==> src/rtl/satd_pkg.sv <==
// Shared types and constants for the SATD best-match search controller.
package satd_pkg;

    typedef enum logic [2:0] {
        S_IDLE,
        S_FETCH,
        S_ISSUE,
        S_WAIT,
        S_ACK,
        S_DRAIN,
        S_REPORT
    } satd_ctrl_state_t;

    localparam int COST_W_DEFAULT = 16;
    localparam logic [COST_W_DEFAULT-1:0] COST_MAX = '1;

endpackage

==> src/rtl/satd_min_tracker.sv <==
// Registered running minimum of SATD costs; strict less-than keeps the lowest index on ties.
module satd_min_tracker
    import satd_pkg::*;
#(
    parameter int IDX_W  = 6,
    parameter int COST_W = COST_W_DEFAULT
) (
    input  logic              clk,
    input  logic              reset,
    input  logic              clear,
    input  logic              load,
    input  logic [COST_W-1:0] cost,
    input  logic [IDX_W-1:0]  idx,
    output logic [COST_W-1:0] best_cost,
    output logic [IDX_W-1:0]  best_idx
);

    always_ff @(posedge clk) begin
        if (!reset || clear) begin
            best_cost <= '1;
            best_idx  <= '0;
        end else if (load && (cost < best_cost)) begin
            best_cost <= cost;
            best_idx  <= idx;
        end
    end

endmodule

==> src/rtl/satd_search_ctrl.sv <==
// Sequences one SATD unit over a candidate list and reports the lowest-cost candidate.
module satd_search_ctrl
    import satd_pkg::*;
#(
    parameter int MAX_CAND = 64,
    parameter int IDX_W    = $clog2(MAX_CAND),
    parameter int COST_W   = COST_W_DEFAULT,
    parameter int TIMEOUT  = 255
) (
    input  logic              clk,
    input  logic              reset,
    input  logic              start,
    input  logic [IDX_W:0]    num_cand,
    output logic              busy,
    output logic              cand_req,
    output logic [IDX_W-1:0]  cand_idx,
    input  logic              cand_valid,
    output logic              satd_init,
    input  logic              satd_done,
    input  logic [COST_W-1:0] satd_result,
    output logic              satd_ack,
    output logic              res_valid,
    input  logic              res_ready,
    output logic [COST_W-1:0] best_cost,
    output logic [IDX_W-1:0]  best_idx,
    output logic              timeout_err
);

    localparam int CNT_W = $clog2(TIMEOUT + 1);
    localparam logic [IDX_W:0]   N_ONE   = 1;
    localparam logic [IDX_W-1:0] IDX_ONE = 1;
    localparam logic [CNT_W-1:0] CNT_ONE = 1;
    localparam logic [CNT_W-1:0] CNT_MAX = CNT_W'(TIMEOUT);

    satd_ctrl_state_t state, state_next;

    logic [IDX_W:0]   ncand;
    logic [IDX_W-1:0] idx;
    logic [CNT_W-1:0] wait_cnt;
    logic             timed_out;
    logic             last_cand;
    logic             start_ok;
    logic             hit;

    assign timed_out = (wait_cnt == CNT_MAX);
    assign last_cand = ({1'b0, idx} == (ncand - N_ONE));
    assign start_ok  = (state == S_IDLE) && start;
    assign hit       = (state == S_WAIT) && satd_done;
    assign cand_idx  = idx;

    always_ff @(posedge clk) begin
        if (!reset) state <= S_IDLE;
        else        state <= state_next;
    end

    always_comb begin
        state_next = state;
        busy       = (state != S_IDLE);
        cand_req   = 1'b0;
        satd_init  = 1'b0;
        satd_ack   = 1'b0;
        res_valid  = 1'b0;
        case (state)
            S_IDLE:   if (start) state_next = (num_cand == '0) ? S_REPORT : S_FETCH;
            S_FETCH: begin
                cand_req = 1'b1;
                if (cand_valid) state_next = S_ISSUE;
            end
            S_ISSUE: begin
                satd_init  = 1'b1;
                state_next = S_WAIT;
            end
            S_WAIT: begin
                // A result arriving on the timeout edge still counts.
                if (satd_done)      state_next = S_ACK;
                else if (timed_out) state_next = S_REPORT;
            end
            S_ACK: begin
                satd_ack   = 1'b1;
                state_next = S_DRAIN;
            end
            S_DRAIN:  if (!satd_done) state_next = last_cand ? S_REPORT : S_FETCH;
            S_REPORT: begin
                res_valid = 1'b1;
                if (res_ready) state_next = S_IDLE;
            end
            default:  state_next = S_IDLE;
        endcase
    end

    always_ff @(posedge clk) begin
        if (!reset) begin
            ncand       <= '0;
            idx         <= '0;
            wait_cnt    <= '0;
            timeout_err <= 1'b0;
        end else begin
            case (state)
                S_IDLE: if (start) begin
                    ncand       <= num_cand;
                    idx         <= '0;
                    timeout_err <= 1'b0;
                end
                S_ISSUE: wait_cnt <= '0;
                S_WAIT: if (!satd_done) begin
                    if (timed_out) timeout_err <= 1'b1;
                    else           wait_cnt    <= wait_cnt + CNT_ONE;
                end
                S_DRAIN: if (!satd_done && !last_cand) idx <= idx + IDX_ONE;
                default: ;
            endcase
        end
    end

    satd_min_tracker #(
        .IDX_W (IDX_W),
        .COST_W(COST_W)
    ) u_min (
        .clk      (clk),
        .reset    (reset),
        .clear    (start_ok),
        .load     (hit),
        .cost     (satd_result),
        .idx      (idx),
        .best_cost(best_cost),
        .best_idx (best_idx)
    );

endmodule

==> config.mk <==
export PLATFORM = sky130hd
export DESIGN_NAME = satd_search_ctrl
export DESIGN_NICKNAME = d
export VERILOG_FILES = /design/src/rtl/satd_pkg.sv /design/src/rtl/satd_min_tracker.sv /design/src/rtl/satd_search_ctrl.sv
export SDC_FILE = /design/constraint.sdc
export NUM_CORES = 1
export LEC_CHECK = 0
export CAP_MARGIN = 20
export CORE_MARGIN = 1
export CORE_UTILIZATION = 40
export DETAILED_ROUTE_END_ITERATION = 8
export PLACE_DENSITY = 0.72
export SETUP_SLACK_MARGIN = 0.1
export SLEW_MARGIN = 15
export SYNTH_ARGS = -nofsm -noshare
export SYNTH_HDL_FRONTEND = slang
export SYNTH_SLANG_ARGS = --single-unit
==> constraint.sdc <==
create_clock -name clk -period 3.62 [get_ports clk]
set_input_delay 0.362 -clock clk [delete_from_list [all_inputs] [get_ports clk]]
set_output_delay 0.362 -clock clk [all_outputs]
set_load 0.01 [all_outputs]
# Word-level counts from Yosys, hierarchy flattened

Cells that the tools add are included.

Output and inout bits: 34
Register bits: 47
Input bits: 29
Word-level logic and storage cells: 70

Order comparisons: 1
Equality and inequality tests: 17
Reductions and logical operators: 19
Add/subtract/negate cells: 3
Multiplexer cells: 23

Operators by type and width:

| kind                  | count |
|---|---|
| $mux W3               | 8 |
| $pmux W3 S7           | 1 |
| $lt A16 B16 Y1        | 1 |
| $mux W8               | 2 |
| $ne A2 B2 Y1 const B  | 8 |
| $pmux W8 S2           | 1 |
| $mux W6               | 2 |
| $pmux W6 S2           | 1 |
| $eq A3 B3 Y1 const B  | 3 |
| $add A8 B1 Y8 const B | 1 |
| $eq A8 B8 Y1 const B  | 1 |
| $eq A6 B7 Y1          | 1 |
| $logic_not A7 Y1      | 1 |
| $mux W1               | 7 |
| $sub A7 B1 Y7 const B | 1 |
| $add A6 B1 Y6 const B | 1 |
| $eq A3 B2 Y1 const B  | 2 |
| $reduce_and A3 Y1     | 2 |
| $reduce_bool A2 Y1    | 3 |
| $reduce_and A5 Y1     | 1 |
| $logic_and A1 B1 Y1   | 4 |
| $reduce_and A4 Y1     | 1 |
| $eq A3 B1 Y1 const B  | 1 |
| $logic_not A1 Y1      | 3 |
| 6 further kinds       | 6 |

# Depth between registers and ports, before layout

Gate-level depths: netlist (run 1).

Depth after elaboration: 6
Depth in mapped cells: 10
Depth with buffers taken out: 8

# Modules after synthesis

From an unflattened synthesis (run 1), not the netlist that was laid out.

Cell total of the unflattened synthesis: 354
Area, all modules: 2917.8 um2

By module, submodules not included:

| module           | cells each | area an instance (um2) | seq. area each (um2) | times used |
|---|---|---|---|---|
| satd_search_ctrl | 200        | 1560.2                 | 500.5                | 1 |
| satd_min_tracker | 154        | 1357.6                 | 440.4                | 1 |

# Worst setup path before layout (run 1)

OpenSTA, ideal clock, no wires.

Kind: register to register
Start point: register ncand[0]
End point: register idx[3] (netlist: cand_idx[3])
Stages on the path, launching flop included: 10
Buffers on the path: 1
Required time: 3.550 ns
Period minus slack after synthesis: 2.385 ns
Path slack: 1.235 ns
Arrival: 2.315 ns
Setup time: 0.070 ns
Path through: dfxtp_1 > inv_1 > ha_1 > or3b_4 > and4b_1 > a211o_1 > o211a_1 > buf_6 > or4_1 > a21oi_1

Longest elaborated chain between the ends: 6

RTL lines:

| item                        | RTL line                | text |
|---|---|---|
| from (decl)                 | satd_search_ctrl.sv:37  | `logic [IDX_W:0] ncand;` |
| from (signal assigned)      | satd_search_ctrl.sv:100 | `ncand <= num_cand;` |
| $sub A7 B1 Y7               | satd_search_ctrl.sv:46  | `assign last_cand = ({1'b0, idx} == (ncand - N_ONE));` |
| $eq A6 B7 Y1                | satd_search_ctrl.sv:46  |  |
| $logic_not A1 Y1            | satd_search_ctrl.sv:109 | `S_DRAIN: if (!satd_done && !last_cand) idx <= idx + IDX_ONE;` |
| $logic_and A1 B1 Y1         | satd_search_ctrl.sv:109 |  |
| $ne A2 B2 Y1 (no line)      | n/a                     |  |
| $reduce_and A3 Y1 (no line) | n/a                     |  |
| to (signal assigned)        | satd_search_ctrl.sv:109 |  |
| to (decl)                   | satd_search_ctrl.sv:38  | `logic [IDX_W-1:0] idx;` |

Every way passes these cells.
A chain may end at the register's enable or synchronous reset.

# Worst setup path in the final report (run 1)

Start point: register ncand[0]
End point: register idx[5] (netlist: cand_idx[5])

The elaborated chain is that of the path after synthesis.

==> flow_summary_export.csv, run 1 <==
group,metric,value,unit
final_layout,utilization,0.528,
route,wl_per_cell,14.1,µm
floorplan,fp.dieH,85.7,µm
worst_hold_path,hp-class,"reg2reg",
sta,rsz0062_at_grt,"false",
sta,tightest_slew,0.871,ns
global_route,grt_overflow,0,
final_layout,nNetsFinal,447,
route,drtAntennaViolNets,0,
synthesis,yosysWarningCount,0,
flow_run,maxCapViolCount,0,
synthesis,synth_top_area_share,0.336,
synthesis,synthTopCellsByArea,"dfxtp_1, o211ai_1, ha_1",
sta,tns,0,ns
critical_path,crit_arrival,2.82,ns
route,dr.pass1.iters,4,
final_layout,area_growth,27.9,%
critical_path,rr_worst_depth,8,
sta,fin_skew,0.00442,ns
critical_path,cp_max_fo,11,
critical_path,required,3.85,ns
sta,finalCritPeriodShare,0.715,
cts,clk_pin_slew,0.09,ns
final_layout,n_fill_cell,642,
synthesis,synthTopCellsByCount,"dfxtp_1, nand2_1, o211ai_1",
synthesis,synth_cells,346,
cts,h-tree-depth,2,
critical_path,critical_path_class,"reg2reg",
route,dr_total_vias,2757,
synthesis,yosysTopAreaCell,"dfxtp_1",
final_layout,drive_gt1_frac,0.0500,
run_status,status,"finished clean",
placement,hpwlAfterDp,5050,µm
cts,cts_resized,0,
cts,clock_sinks,47,
synthesis,syn-num-nets,393,
global_route,grt_pass1_vias,2642,
synthesis,post-synth-top-count-cell,"dfxtp_1",
cts,cts-root-buf,"clkbuf_8",
global_route,grt_max_degree,33,
placement,place.gp.congestion,0.886,
placement,placed_area,3500,µm²
worst_hold_path,holdPathStages,2,
synthesis,synth_seq_area_share,0.336,
floorplan,rows,30,
critical_path,endpoint_kind,"register",
floorplan,boundaryPins,63,
global_route,grt_pass1_wl,11900,µm
final_layout,regArea,941,µm²
sta,setup_violations,0,
final_layout,antennaDiodeCount,0,
sta,hold_viol,0,
synthesis,synth_edf_count,0,
sta,maxSlewViolCount,0,
synthesis,synth_ff_type,"dfxtp_1",
floorplan,die_area,7350,µm²
synthesis,synth_async_sr_flop_share,0,
sta,max_freq,0.386,GHz
power,p_per_area,421,nW/µm²
floorplan,die-width,85.7,µm
power,ir_drop,0.213,mV
floorplan,core_area,6790,µm²
sta,relSlewSlack,0.404,
synthesis,synth_cell_types,51,
sta,fin_crit,2.59,ns
synthesis,synth.ff_latch_count,47,
critical_path,setup.worst_path.start_class,"register",
route,routed_wl,6990,µm
power,leakagePower,1.52,nW
global_route,antenna_found_initial,0,
synthesis,avgSynthCellArea,8.10,µm²
floorplan,initial_core_util,0.413,
route,drt_iter0_markers,168,
route,via_per_inst,5.56,
synthesis,syn_area,2800,µm²
cts,cts_buffers,5,
cts,clock_path_buffers,2,
final_layout,stdcell_area,3590,µm²
cts,post-cts-setup-buffers,0,
cts,clk_latency,0.29,ns
placement,port_buffers,62,
final_layout,multi_input_comb_area,1690,µm²
global_route,track_usage,0.198,
route,drcViolationCount,0,
cts,tritoncts,"done",
cts,cts_hold_buf,0,
[cell type report]
class	count	area share
multi-input combinational	255	0.470
timing repair buffer	68	0.186
clock buffer	6	0.0230
sequential	47	0.262
tap	96	0.0335
inverter	23	0.0241
clock inverter	1	0.00140
[cells in the final DEF (no fill, tap or decap), types with 2 or more instances in the layout]
cell type and count:
xor2_1 6, a21oi_1 22, a41oi_1 5, and3_1 2, o22ai_1 2, a21o_1 8, and4_1 2, mux2i_1 2
dfxtp_1 47, nand4_1 8, clkdlybuf4s50_1 62, ha_1 18, nor4_1 2, nand2b_1 3, clkbuf_8 6, o21ai_0 6
o21a_1 3, nor3_1 9, a211oi_1 3, o21ai_1 2, nand2_1 35, a31oi_1 2, o211ai_1 32, buf_4 6
nand3_1 17, inv_1 23, and2_1 2, nor3b_1 2, or3_1 10, o31ai_1 4, xnor2_1 5, nor2_1 21
or4_1 3
[worst paths after layout]
check | startpoint | end | slack, ns
max | ncand[0]$_SDFFE_PN0P_ | cand_idx[5]$_SDFFE_PN0P_ | 1.03
min | ncand[1]$_SDFFE_PN0P_ | ncand[1]$_SDFFE_PN0P_ | 0.47
max reg2reg | ncand[0]$_SDFFE_PN0P_ | cand_idx[5]$_SDFFE_PN0P_ | 1.03
min reg2reg | ncand[1]$_SDFFE_PN0P_ | ncand[1]$_SDFFE_PN0P_ | 0.47
[cells by family (layout without fill, tap and decap cells)]
kind of cell / count (synthesis) / count (layout) / synth area share
AO/OA/AOI/OAI: 97 / 97 / 0.237
adder cells (fa/ha/maj): 18 / 18 / 0.0803
multiplexers: 2 / 2 / 0.00714
flip-flops: 47 / 47 / 0.336
buffers and inverters: 44 / 98 / 0.0643
XOR/XNOR: 12 / 12 / 0.0424
AND/OR/NAND/NOR: 126 / 126 / 0.233
[where the power goes]
group	switching (W)	internal, W	total (W)
sequential	0.0000712	0.000559	0.000630
clock	0.000172	0.000150	0.000322
combinational	0.000316	0.000241	0.000557
total	0.000559	0.000950	0.00151
[through the flow]
stage | cells | setup slack (ns) | total power [W] | hold slack [ns]
2_1_floorplan | 346 | 1.24 | 0.000992 | 0.444
3_3_place_gp | 489 | 0.869 | 0.00118 | 0.463
3_5_place_dp | 489 | 0.768 | 0.00119 | 0.466
4_1_cts | 496 | 1.05 | 0.00152 | 0.478
5_1_grt | 496 | 0.912 | 0.00161 | 0.509
6_report | 496 | 1.03 | 0.00151 | 0.474
[critical path, cell delays in order (launching register included)]
cell and delay (ns):
dfxtp_1 0.35, inv_1 0.07, ha_1 0.18, or3b_4 0.41, and4b_1 0.21, a211o_1 0.28
o211a_1 0.36, or4_1 0.51, a21oi_1 0.15
[metal layers]
metal  global-route usage  part of all wire
met5                    0                 0
met2                0.330              0.47
met4               0.0621             0.017
met1                0.260              0.47
met3               0.0346             0.039
[state kept, by name, indices dropped and copies added (netlist names)]
signal	flops
u_min.best_cost	16
wait_cnt	8
ncand	7
cand_idx	6
u_min.best_idx	6
state	3
timeout_err	1
Note: power is estimated with default switching activity, not from simulation.
==> inputs of run 2 (changes only) <==
==> constraint.sdc (replaced) <==
create_clock -name clk -period 2.54 [get_ports clk]
set_input_delay 0.254 -clock clk [delete_from_list [all_inputs] [get_ports clk]]
set_output_delay 0.254 -clock clk [all_outputs]
set_load 0.01 [all_outputs]
==> flow_summary_export.csv, run 2 (synthesis gave the netlist of run 1 again) <==
group,metric,value,unit
final_layout,regMostFlops,"u_min.best_cost",
final_layout,utilization,0.547,
critical_path,crit_arrival,2.58,ns
floorplan,die-width,85.7,µm
sta,relSlewSlack,0.631,
cts,cts_buffers,5,
critical_path,r2r_slack,0.20,ns
final_layout,area_growth,32.5,%
final_layout,finalNonFillerCells,508,
floorplan,initial_core_util,0.413,
final_layout,largest_reg_flops,16,
sta,fin_crit,2.34,ns
power,p_comb_frac,0.368,
cts,clock_path_buffers,2,
cts,clock_sinks,47,
power,p_switching,0.000825,W
worst_hold_path,hp-class,"reg2reg",
flow_run,maxCapViolCount,0,
global_route,antenna_found_initial,0,
sta,finalCritPeriodShare,0.923,
critical_path,slowest_delay,0.48,ns
sta,fin_skew,0.0132,ns
global_route,grt_max_degree,19,
sta,hold_viol,0,
route,drtAntennaViolNets,0,
critical_path,required,2.78,ns
power,intPower,0.00146,W
final_layout,top_regs,"u_min.best_cost (16), wait_cnt (8), ncand (7)",
cts,cts-root-buf,"clkbuf_8",
critical_path,cp_max_fo,8,
cts,tritoncts,"done",
sta,rsz0062_at_grt,"false",
sta,whs,0.474,ns
power,ir_drop,0.397,mV
final_layout,layout.cells.most_common,"clkdlybuf4s50_1",
placement,place_ws,0.0598,ns
run_status,status,"finished clean",
placement,placed_cells,500,
global_route,track_usage,0.201,
critical_path,slowest_stage,"or4_1",
final_layout,antennaDiodeCount,0,
placement,hpwlAfterDp,5360,µm
final_layout,final_cell_mix,"clkdlybuf4s50_1, dfxtp_1, nand2_1",
final_layout,n_fill_cell,617,
critical_path,crit_path_cell_trace,"inv_1 > ha_1 > or3b_4 > and4b_1 > a211o_1 > o211a_4 > or4_1 > a21oi_2",
floorplan,boundaryPins,63,
power,switching_share,0.360,
route,dr_total_vias,2792,
final_layout,multi_input_comb_area,1700,µm²
route,dr.pass1.iters,4,
power,p_clk_frac,0.238,
placement,place.gp.congestion,0.929,
sta,maxSlewViolCount,0,
cts,cts_hold_buf,0,
floorplan,die_area,7350,µm²
global_route,globalRouteMet3Util,0.0462,
global_route,grt_overflow,0,
sta,setup_slack,0.195,ns
critical_path,critical_path_class,"reg2reg",
route,via_per_inst,5.50,
route,drcViolationCount,0,
global_route,busiest_layer,"met2",
floorplan,fp.dieH,85.7,µm
route,drt_iter0_markers,177,
critical_path,path_buf_inv,1,
global_route,grt_pass1_wl,12000,µm
final_layout,nNetsFinal,459,
power,leakagePower,1.59,nW
critical_path,endpoint_kind,"register",
floorplan,rows,30,
global_route,use_met1,0.275,
route,wl_per_cell,14.1,µm
critical_path,setup.worst_path.start_class,"register",
floorplan,core_area,6790,µm²
cts,clk_pin_slew,0.08,ns
final_layout,drive_gt1_frac,0.0898,
sta,tightest_slew,0.549,ns
final_layout,regArea,942,µm²
sta,setup_violations,0,
global_route,grt_pass1_vias,2550,
cts,clk_latency,0.31,ns
placement,port_buffers,62,
sta,tns,0,ns
power,p_seq_frac,0.394,
sta,max_freq,0.426,GHz
power,p_per_area,616,nW/µm²
critical_path,crit_family,"simple AND/OR/NAND/NOR gates",
route,routed_wl,7180,µm
cts,h-tree-depth,2,
global_route,grt.met2_usage,0.322,
run 2: cell types whose count changed in the layout (fill, tap and decap cells not counted), sizes merged:
cell,change
bufinv,+1
clkinvlp,+1
clkinv,-1
clkbuf,-1
buf,+12
run 2: metal layers:
metal	wire, µm	vias up
li1	-	1405
met1	3470	1316
met2	3360	62
met3	260	9
met4	83	0
met5	0	-
run 2: power by group through the flow:
stage	clock, W	sequential [W]	combinational (W)
after floorplan	0	0.000857	0.000556
after global placement	0	0.000913	0.000806
after detailed placement	0	0.000915	0.000823
after CTS	0.000557	0.000899	0.000834
after global routing	0.000595	0.000915	0.000918
final	0.000545	0.000901	0.000842
run 2: layout make-up:
cell class,count,area share
timing repair buffer,80,0.203
clock buffer,5,0.0185
tap,96,0.0323
sequential,47,0.254
clock inverter,2,0.0101
inverter,23,0.0232
multi-input combinational,255,0.459
run 2: tightest hold or removal path, delay by kind of cell (launching register included):
family,cells,cell delay [ns]
simple gates,1,0.06
flops,1,0.32
compound gates,1,0.05
run 2: metrics by stage:
step           total power, W  cell area, µm²
2_1_floorplan         0.00141            2800
3_3_place_gp          0.00172            3580
3_5_place_dp          0.00174            3580
4_1_cts               0.00229            3690
5_1_grt               0.00243            3710
6_report              0.00229            3710
run 2: timing repair:
action	CTS	global route
setup endpoints to repair	2	2
resized for setup	1	4
buffers inserted	0	1
pin swaps	0	3
endpoints found under the hold margin	0	0
run 2: final timing paths:
| check | from | endpoint | depth (start not counted) |
|---|---|---|---|
| worst max register to register | ncand[0]$_SDFFE_PN0P_ | cand_idx[3]$_SDFFE_PN0P_ | 8 |
| worst max-delay path | ncand[0]$_SDFFE_PN0P_ | cand_idx[3]$_SDFFE_PN0P_ | 8 |
| worst min register to register | ncand[1]$_SDFFE_PN0P_ | ncand[1]$_SDFFE_PN0P_ | 2 |
| worst min-delay path | ncand[1]$_SDFFE_PN0P_ | ncand[1]$_SDFFE_PN0P_ | 2 |
==> inputs of run 3 (changes only) <==
--- a/config.mk
+++ b/config.mk
@@ -6,10 +6,12 @@
 export NUM_CORES = 1
 export LEC_CHECK = 0
 export CAP_MARGIN = 20
+export CELL_PAD_IN_SITES_DETAIL_PLACEMENT = 0
+export CELL_PAD_IN_SITES_GLOBAL_PLACEMENT = 1
 export CORE_MARGIN = 1
-export CORE_UTILIZATION = 40
+export CORE_UTILIZATION = 37
 export DETAILED_ROUTE_END_ITERATION = 8
-export PLACE_DENSITY = 0.72
+export PLACE_DENSITY = 0.86
 export SETUP_SLACK_MARGIN = 0.1
 export SLEW_MARGIN = 15
 export SYNTH_ARGS = -nofsm -noshare
==> flow_summary_export.csv, run 3 (synthesis gave the netlist of run 1 again) <==
group,metric,value,unit
run_status,status,"finished clean",
sta,rsz0062_at_grt,"true",
final_layout,antennaDiodeCount,0,
sta,relSlewSlack,0.629,
placement,placed_area,3600,µm²
critical_path,critical_path_class,"reg2reg",
flow_run,maxCapViolCount,0,
critical_path,crit_arrival,2.60,ns
route,wl_per_cell,14.3,µm
sta,max_freq,0.423,GHz
sta,hold_viol,0,
route,dr_total_vias,2755,
floorplan,fp.dieH,89.1,µm
worst_hold_path,hp-class,"reg2reg",
cts,clk_pin_slew,0.09,ns
final_layout,utilization,0.509,
cts,cts_buffers,5,
cts,h-tree-depth,2,
final_layout,area_growth,32.4,%
power,leakagePower,1.59,nW
floorplan,die_area,7930,µm²
critical_path,cp_max_fo,8,
sta,fin_crit,2.37,ns
power,p_per_area,589,nW/µm²
cts,clock_sinks,47,
route,dr.pass1.iters,5,
global_route,grt_pass1_vias,2655,
placement,hpwlAfterDp,5490,µm
global_route,grt_pass1_wl,12000,µm
floorplan,die-width,89.1,µm
route,drt_iter0_markers,109,
floorplan,rows,31,
final_layout,top_regs,"u_min.best_cost (16), wait_cnt (8), ncand (7)",
route,drcViolationCount,0,
sta,setup_slack,0.174,ns
sta,tns,0,ns
final_layout,regMostFlops,"u_min.best_cost",
sta,fin_skew,0.00716,ns
route,drtAntennaViolNets,0,
sta,tightest_slew,0.553,ns
final_layout,largest_reg_flops,16,
cts,clk_latency,0.30,ns
placement,port_buffers,62,
global_route,grt_overflow,0,
final_layout,stdcell_area,3710,µm²
cts,cts-root-buf,"clkbuf_8",
floorplan,boundaryPins,63,
cts,tritoncts,"done",
final_layout,n_fill_cell,733,
final_layout,drive_gt1_frac,0.0892,
placement,place.gp.congestion,0.839,
global_route,track_usage,0.194,
power,ir_drop,0.260,mV
final_layout,nNetsFinal,461,
sta,finalCritPeriodShare,0.932,
final_layout,layout.cells.most_common,"clkdlybuf4s50_1",
cts,clock_path_buffers,2,
route,via_per_inst,5.36,
sta,setup_violations,0,
route,routed_wl,7360,µm
floorplan,core_area,7290,µm²
placement,place_ws,0.0486,ns
global_route,antenna_found_initial,0,
floorplan,initial_core_util,0.385,
critical_path,required,2.77,ns
global_route,grt_max_degree,34,
critical_path,setup.worst_path.start_class,"register",
final_layout,final_cell_mix,"clkdlybuf4s50_1, dfxtp_1, nand2_1",
critical_path,endpoint_kind,"register",
sta,maxSlewViolCount,0,
==> run 3: where the power goes <==
part | internal (W) | switching [W]
sequential | 0.000797 | 0.0000742
clock | 0.000194 | 0.000246
combinational | 0.000386 | 0.000491
==> run 3: metal layers <==
metal	part of all wire	vias up	GRT usage	routed length, µm
met2	0.46	58	0.314	3380
met4	0.019	0	0.0794	141
met5	0	-	0	0
met3	0.037	14	0.0369	269
met1	0.48	1279	0.255	3560
li1	-	1404	-	-
==> run 3: final timing paths <==
check	from	to	slack [ns]	cells past startpoint
worst max-delay path	ncand[2]$_SDFFE_PN0P_	state[1]$_SDFFE_PN0P_	0.17	8
worst min-delay path	ncand[1]$_SDFFE_PN0P_	ncand[1]$_SDFFE_PN0P_	0.47	2
worst max register to register	ncand[2]$_SDFFE_PN0P_	state[1]$_SDFFE_PN0P_	0.17	8
worst min register to register	ncand[1]$_SDFFE_PN0P_	ncand[1]$_SDFFE_PN0P_	0.47	2
==> run 3: cell type report <==
class,instances,area [µm²],share of cell area
Timing Repair Buffer,82,783,0.211
Clock inverter,1,5.00,0.00135
Clock buffer,7,76.3,0.0206
Inverter,23,86.3,0.0232
Tap cell,99,124,0.0334
Sequential cell,47,943,0.254
Multi-Input combinational cell,255,1700,0.457
==> run 3: worst max-delay path, cell delays in order (launching register included) <==
cell	delay, ns
dfxtp_1	0.35
or3_1	0.44
or4_2	0.64
a21oi_1	0.20
o211a_4	0.23
buf_4	0.13
buf_4	0.11
a21oi_1	0.04
o22ai_1	0.16
==> run 3: timing repair <==
action | in CTS | in global routing
gates resized for setup | 2 | 3
pin swaps | 1 | 3
hold buffers | 0 | 0
buffers inserted | 0 | 2
endpoints found under the setup margin | 2 | 3
==> run 3: per-stage QoR <==
step,instances,hold WS [ns],total power [W]
CTS,512,0.471,0.00220
detailed placement,504,0.459,0.00175
global placement,504,0.458,0.00175
finish,514,0.474,0.00219
floorplan,346,0.390,0.00141
global route,514,0.489,0.00234
==> RTL edit 1: new RTL, flow settings as in run 3 <==
`COST_W_DEFAULT`: 16 -> 24.
--- a/src/rtl/satd_pkg.sv
+++ b/src/rtl/satd_pkg.sv
@@ -12,5 +12,5 @@
     } satd_ctrl_state_t;
 
-    localparam int COST_W_DEFAULT = 16;
+    localparam int COST_W_DEFAULT = 24;
     localparam logic [COST_W_DEFAULT-1:0] COST_MAX = '1;
 
Ports: changed (resized best_cost and satd_result); port bits go from 63 to 79. The function was not compared with the original's and may differ.
==> RTL edit 1 against run 3 <==
  * Synthesized area grew 14%
  * Final area grew 13%
  * Total power grew 13%
  * Wire length shrank 0.26%
  * Worst setup slack gained 0.20 ns
  * Synthesized cell count grew 15%
  * Sequential power grew 17%
  * Maximum frequency grew 9.5%
  * Critical path depth is the same
  * Sequential cell count grew 8
  * Hold slack lost 0.0090 ns
==> RTL edit 1: results (changes against run 3) <==
Run status
The flow ran to the end, and the final reports show no timing, DRC or antenna violations.

Clock network
The number of instances resized during post-cts repair came to 0 (-2).

Yosys
The compound-gate portion of the synthesized area is 11.1% (-13 points). The distinct cell type count after synthesis is 50 (-2.0%). The proportion of synthesized area in mux cells is 11.2% (+11 points).

The post-synthesis sequential area ratio is 34.3% (+0.78 points). The mean cell area of the mapped netlist was 8.08 µm² (-0.32%). Yosys attributes the largest share of cell area to sky130_fd_sc_hd__dfxtp_1, sky130_fd_sc_hd__mux2i_1, sky130_fd_sc_hd__ha_1, sky130_fd_sc_hd__nor2_1, sky130_fd_sc_hd__nand2_1. The adder-cell share of the synthesized area was 10.1% (+2.1 points). The post-synthesis net count is 460 (+17%). By count the netlist is led by sky130_fd_sc_hd__nor2_1, sky130_fd_sc_hd__dfxtp_1, sky130_fd_sc_hd__nand2_1.

Layout
The share of post-route cells with drive strength above 1 was 4.43% (-4.5 points). The number of non-filler instances in the completed layout is 579 (+13%). The number of nets in the layout is 536 (+16%).

Global routing
The number of global-route vias before repair is 2,771 (+4.4%). The total global routing track utilization is 17.3% (-2.1 points). The global-route wire length before repair is 12.4 mm (+3.4%).

Worst setup path
The delay of the slowest critical-path stage is 0.40 ns (-0.24 ns). The largest fanout on the critical path is 6 (-2). The standard cell with the maximum stage delay on the critical path is sky130_fd_sc_hd__or4_1. The data arrival time of the critical path is 2.41 ns (-0.19 ns).

Routing
The vias per cell is 4.95 (-7.6%). The total iterations of the first detailed-routing run is 4 (-1).

STA
The transition time at the pin with the least slew margin is 0.516 ns (-0.0371 ns).

Placed design
The cell total after placement is 571 (+13%).

Power
The switching part of the total power is 36.6% (-0.50 points).
RTL edit 1: cell types whose count changed after synthesis, moves of 10 or more:
cell,delta
sky130_fd_sc_hd__clkbuf_1,-10
sky130_fd_sc_hd__nor2_1,+47
sky130_fd_sc_hd__mux2i_1,+34
sky130_fd_sc_hd__nand3_1,-10
sky130_fd_sc_hd__o211ai_1,-30
sky130_fd_sc_hd__nand2_1,+10
RTL edit 1: area by class of cell:
type / count / area (µm²) / area share, %
inverter: 31 / 116 / 2.78
tap: 105 / 131 / 3.13
timing repair buffer: 85 / 833 / 19.9
multi-input combinational: 295 / 1920 / 45.7
sequential: 55 / 1100 / 26.3
clock inverter: 1 / 8.76 / 0.209
clock buffer: 7 / 86.3 / 2.06
RTL edit 1: worst paths after layout:
kind	startpoint	end	slack (ns)	depth (start not counted)
setup reg to reg	ncand[0]	cand_idx[1]	0.38	8
hold reg to reg	u_min.best_idx[5]	u_min.best_idx[5]	0.47	2
setup / recovery	ncand[0]	cand_idx[1]	0.38	8
hold / removal	u_min.best_idx[5]	u_min.best_idx[5]	0.47	2
RTL edit 1: logic make-up after synthesis:
logic type | after synthesis
mux | 36
fa+ha+maj | 26
xor+xnor | 12
simple gates | 166
compound gates | 55
flops | 55
buf+inv | 47
RTL edit 1: worst reg2reg max path, stage by stage (launching register included):
cell	delay [ns]
sky130_fd_sc_hd__dfxtp_1	0.39
sky130_fd_sc_hd__inv_1	0.07
sky130_fd_sc_hd__ha_1	0.21
sky130_fd_sc_hd__nor3b_1	0.18
sky130_fd_sc_hd__or4_1	0.40
sky130_fd_sc_hd__o311a_2	0.16
sky130_fd_sc_hd__a211oi_4	0.37
sky130_fd_sc_hd__or2_1	0.17
sky130_fd_sc_hd__a32o_1	0.16
RTL edit 1: power by group through the flow:
stage               clock (µW)  combinational, µW  sequential, µW
floorplan                    0                692             989
global placement             0                927            1040
detailed placement           0                940            1040
CTS                        527                950            1020
global route               569               1070            1040
finish                     505                943            1020
RTL edit 1: layer usage:
| metal | wire length, µm | vias up | track usage (%) | share of wire [%] |
|---|---|---|---|---|
| met5 | 0 | - | 0 | 0 |
| met4 | 102 | 0 | 4.67 | 1.4 |
| met3 | 322 | 8 | 3.19 | 4.4 |
| met2 | 3290 | 71 | 28.7 | 45 |
| met1 | 3620 | 1281 | 22.9 | 49 |
| li1 | - | 1508 | - | - |
RTL edit 1: stage by stage:
step	hold slack [ns]	utilization (%)	setup WS, ns
2_1_floorplan	0.390	-	0.578
3_3_place_gp	0.451	49.4	0.178
3_5_place_dp	0.455	49.4	0.138
4_1_cts	0.469	50.5	0.381
5_1_grt	0.486	50.5	0.218
6_report	0.465	50.5	0.379
==> RTL edit 2: new RTL, settings of run 3 <==
Made on the original files. Register the output `timeout_err` once more, cleared by the reset; this adds one clock of latency there. The other outputs are not delayed to match.
--- a/src/rtl/satd_search_ctrl.sv
+++ b/src/rtl/satd_search_ctrl.sv
@@ -32,4 +32,6 @@
     localparam logic [CNT_W-1:0] CNT_ONE = 1;
     localparam logic [CNT_W-1:0] CNT_MAX = CNT_W'(TIMEOUT);
+
+    logic timeout_err_s0;
 
     satd_ctrl_state_t state, state_next;
@@ -94,5 +96,5 @@
             idx         <= '0;
             wait_cnt    <= '0;
-            timeout_err <= 1'b0;
+            timeout_err_s0 <= 1'b0;
         end else begin
             case (state)
@@ -100,9 +102,9 @@
                     ncand       <= num_cand;
                     idx         <= '0;
-                    timeout_err <= 1'b0;
+                    timeout_err_s0 <= 1'b0;
                 end
                 S_ISSUE: wait_cnt <= '0;
                 S_WAIT: if (!satd_done) begin
-                    if (timed_out) timeout_err <= 1'b1;
+                    if (timed_out) timeout_err_s0 <= 1'b1;
                     else           wait_cnt    <= wait_cnt + CNT_ONE;
                 end
@@ -127,4 +129,12 @@
     );
 
+    always_ff @(posedge clk) begin
+        if (!reset) begin
+            timeout_err <= '0;
+        end else begin
+            timeout_err <= timeout_err_s0;
+        end
+    end
+
 endmodule
 
Behaviour: same outputs for any inputs over 10 cycles, from zero or initial values and one cycle with reset low; that may be too few to reach the edited logic, so the function may still have changed.
==> RTL edit 2 against run 3 <==
  * Die area is 1.6% higher
  * Synthesized cell count is 1.4% higher
  * Sequential power is 3.4% higher
  * Total power is 3.4% higher
  * Clock power is 11% higher
  * Final area is 1.3% higher
  * Sequential cell count is 1 higher
  * Worst setup slack better by 0.14 ns
  * Clock skew is 0.0031 ns higher
  * Global-route usage is 1.2 points lower
  * Synthesized area is 1.6% higher
  * Wire length is 2.7% lower
  * Utilization is 0.41 points higher
==> RTL edit 2: results (changes against run 3) <==
STA
The number of failing setup endpoints in the final timing report is 0 (unchanged). The relative slew slack is 61.3% (-1.6 points). The maximum clock skew at final layout is 0.0103 ns (+0.00313 ns).

Worst setup path
The critical path is of the flop to flop type. The data arrival time of the critical path is 2.42 ns (-0.18 ns). The slowest stage of the critical path belongs to the cell sky130_fd_sc_hd__or4_4. The launch instance of the worst register-to-register path is ncand[0]. The worst register-to-register path ends at cand_idx[3]. The reg-to-reg setup timing slack is 0.32 ns (+0.14 ns). The delay of the slowest critical-path stage came to 0.51 ns (-0.13 ns).

The worst reg-to-reg path cell count is 6 (-2).

Clock network
The insertion delay to the later sink of the worst-skew pair is 0.31 ns. The number of instances resized during post-cts repair is 0 (-2). The CTS buffer count is 5 (unchanged).

Layout
The number of nets in the layout is 467 (+1.3%). The share of post-route cells with drive strength above 1 is 9.03% (+0.11 points). The largest registers in the layout are u_min.best_cost x16, wait_cnt x8, ncand x7.

Global routing
The total global routing track utilization came to 18.2% (-1.2 points). The global-route wire length before repair came to 12.2 mm (+1.8%). The number of global-route vias before repair is 2,677 (+0.83%). The largest net degree at the start of global routing is 23 (-32%).

Min path
The number of instances on the worst hold path is 1 (-1). The path with the worst hold slack has its endpoint at timeout_err_s0. In this run the most critical hold path is launched from timeout_err_s0.

Yosys
In the synthesized netlist, the cells that appear most often are sky130_fd_sc_hd__dfxtp_1, sky130_fd_sc_hd__nand2_1, sky130_fd_sc_hd__o211ai_1. The distinct cell type count after synthesis is 52 (+2.0%). After synthesis, the cell types taking the most area are sky130_fd_sc_hd__dfxtp_1, sky130_fd_sc_hd__o211ai_1, sky130_fd_sc_hd__ha_1, sky130_fd_sc_hd__nand2_1, sky130_fd_sc_hd__a21oi_1. The post-synthesis net count is 398 (+1.3%).

The post-synthesis sequential area ratio is 33.7% (+0.17 points).

Routing
The final routed wire length divided by cell count was 13.8 µm (-3.8%). The vias per cell is 5.27 (-1.7%). The count of routing violations after the opening detailed-route iteration is 93 (-15%).

Power
The standby leakage power is 0.00160 µW (+0.42%). The worst supply voltage drop on vdd is 238 µV (-8.2%).

Placed design
The weighted congestion at the end of routability-driven global placement came to 0.852 (+1.6%). The instance area after placement is 0.00367 mm² (+1.8%). The HPWL reported at the end of detailed placement is 5.49 mm (about the same).

Run status
The run finished with clean final reports.
RTL edit 2: changes by cell type after synthesis, sizes merged, moves of 2 or more:
| cell | before | now |
|---|---|---|
| a21oi | 22 | 18 |
| a41oi | 5 | 2 |
| mux2i | 2 | 5 |
| nand2 | 35 | 41 |
| nand4 | 8 | 5 |
| nor3 | 9 | 11 |
| o21a | 3 | 5 |
| o31ai | 4 | 1 |
| or3 | 10 | 13 |
| or4 | 4 | 1 |
RTL edit 2: area by class of cell:
cell class | count | area (µm²)
inverters | 24 | 90.1
multi-input cells | 259 | 1720
clock inverters | 1 | 7.51
fillers | 720 | 3570
clock buffers | 7 | 86.3
repair buffers | 82 | 771
flip-flops and latches | 48 | 961
well taps | 99 | 124
RTL edit 2: power by group:
part	total (µW)	switching [µW]	internal, µW
clock network	488	266	222
logic	875	481	394
registers	901	88.8	812
total	2260	836	1430
RTL edit 2: per-layer routing:
metal / global-route usage (%) / wire [µm] / vias to the layer above
met5: 0 / 0 / -
met4: 5.19 / 80 / 0
met3: 3.55 / 256 / 7
met2: 30.8 / 3440 / 48
met1: 23.6 / 3380 / 1276
li1: - / - / 1409
RTL edit 2: critical path: cells and delay by family, from the launching register on:
family | cells | cell delay [ns]
AOI/OAI and AO/OA | 2 | 0.65
DFF | 1 | 0.35
muxes | 1 | 0.14
and+or+nand+nor | 3 | 0.96
RTL edit 2: cells by family after synthesis:
family                     after synthesis  share of synthesized area (%)
muxes                                    5                           1.76
AOI/OAI and AO/OA                       90                           22.0
buffers and inverters                   44                           5.84
xor gates and xnor gates                12                           4.17
DFF                                     48                           33.7
and+or+nand+nor                        134                           24.6
adders and majority gates               18                           7.91
RTL edit 2: worst max-delay path by stage:
stage	slack, ns	end	start	cells past startpoint
4_1_cts	0.31	cand_idx[3]	ncand[0]	6
3_3_place_gp	0.13	u_min.best_cost[5]	satd_result[9]	9
5_1_grt	0.20	state[1]	ncand[0]	6
6_report	0.32	cand_idx[3]	ncand[0]	6
3_5_place_dp	0.04	u_min.best_cost[14]	satd_result[9]	9
2_1_floorplan	0.25	u_min.best_cost[3]	u_min.best_cost[9]	10
RTL edit 2: stage by stage:
stage / utilization, % / setup slack, ns / cells / power, µW / hold WS, ns
final: 51.3 / 0.316 / 520 / 2260 / 0.477
after global routing: 51.3 / 0.201 / 520 / 2420 / 0.500
after CTS: 51.3 / 0.308 / 520 / 2280 / 0.481
after detailed placement: 50.1 / 0.0363 / 512 / 1790 / 0.458
after global placement: 50.1 / 0.128 / 512 / 1780 / 0.442
after floorplan: - / 0.246 / 351 / 1440 / 0.381
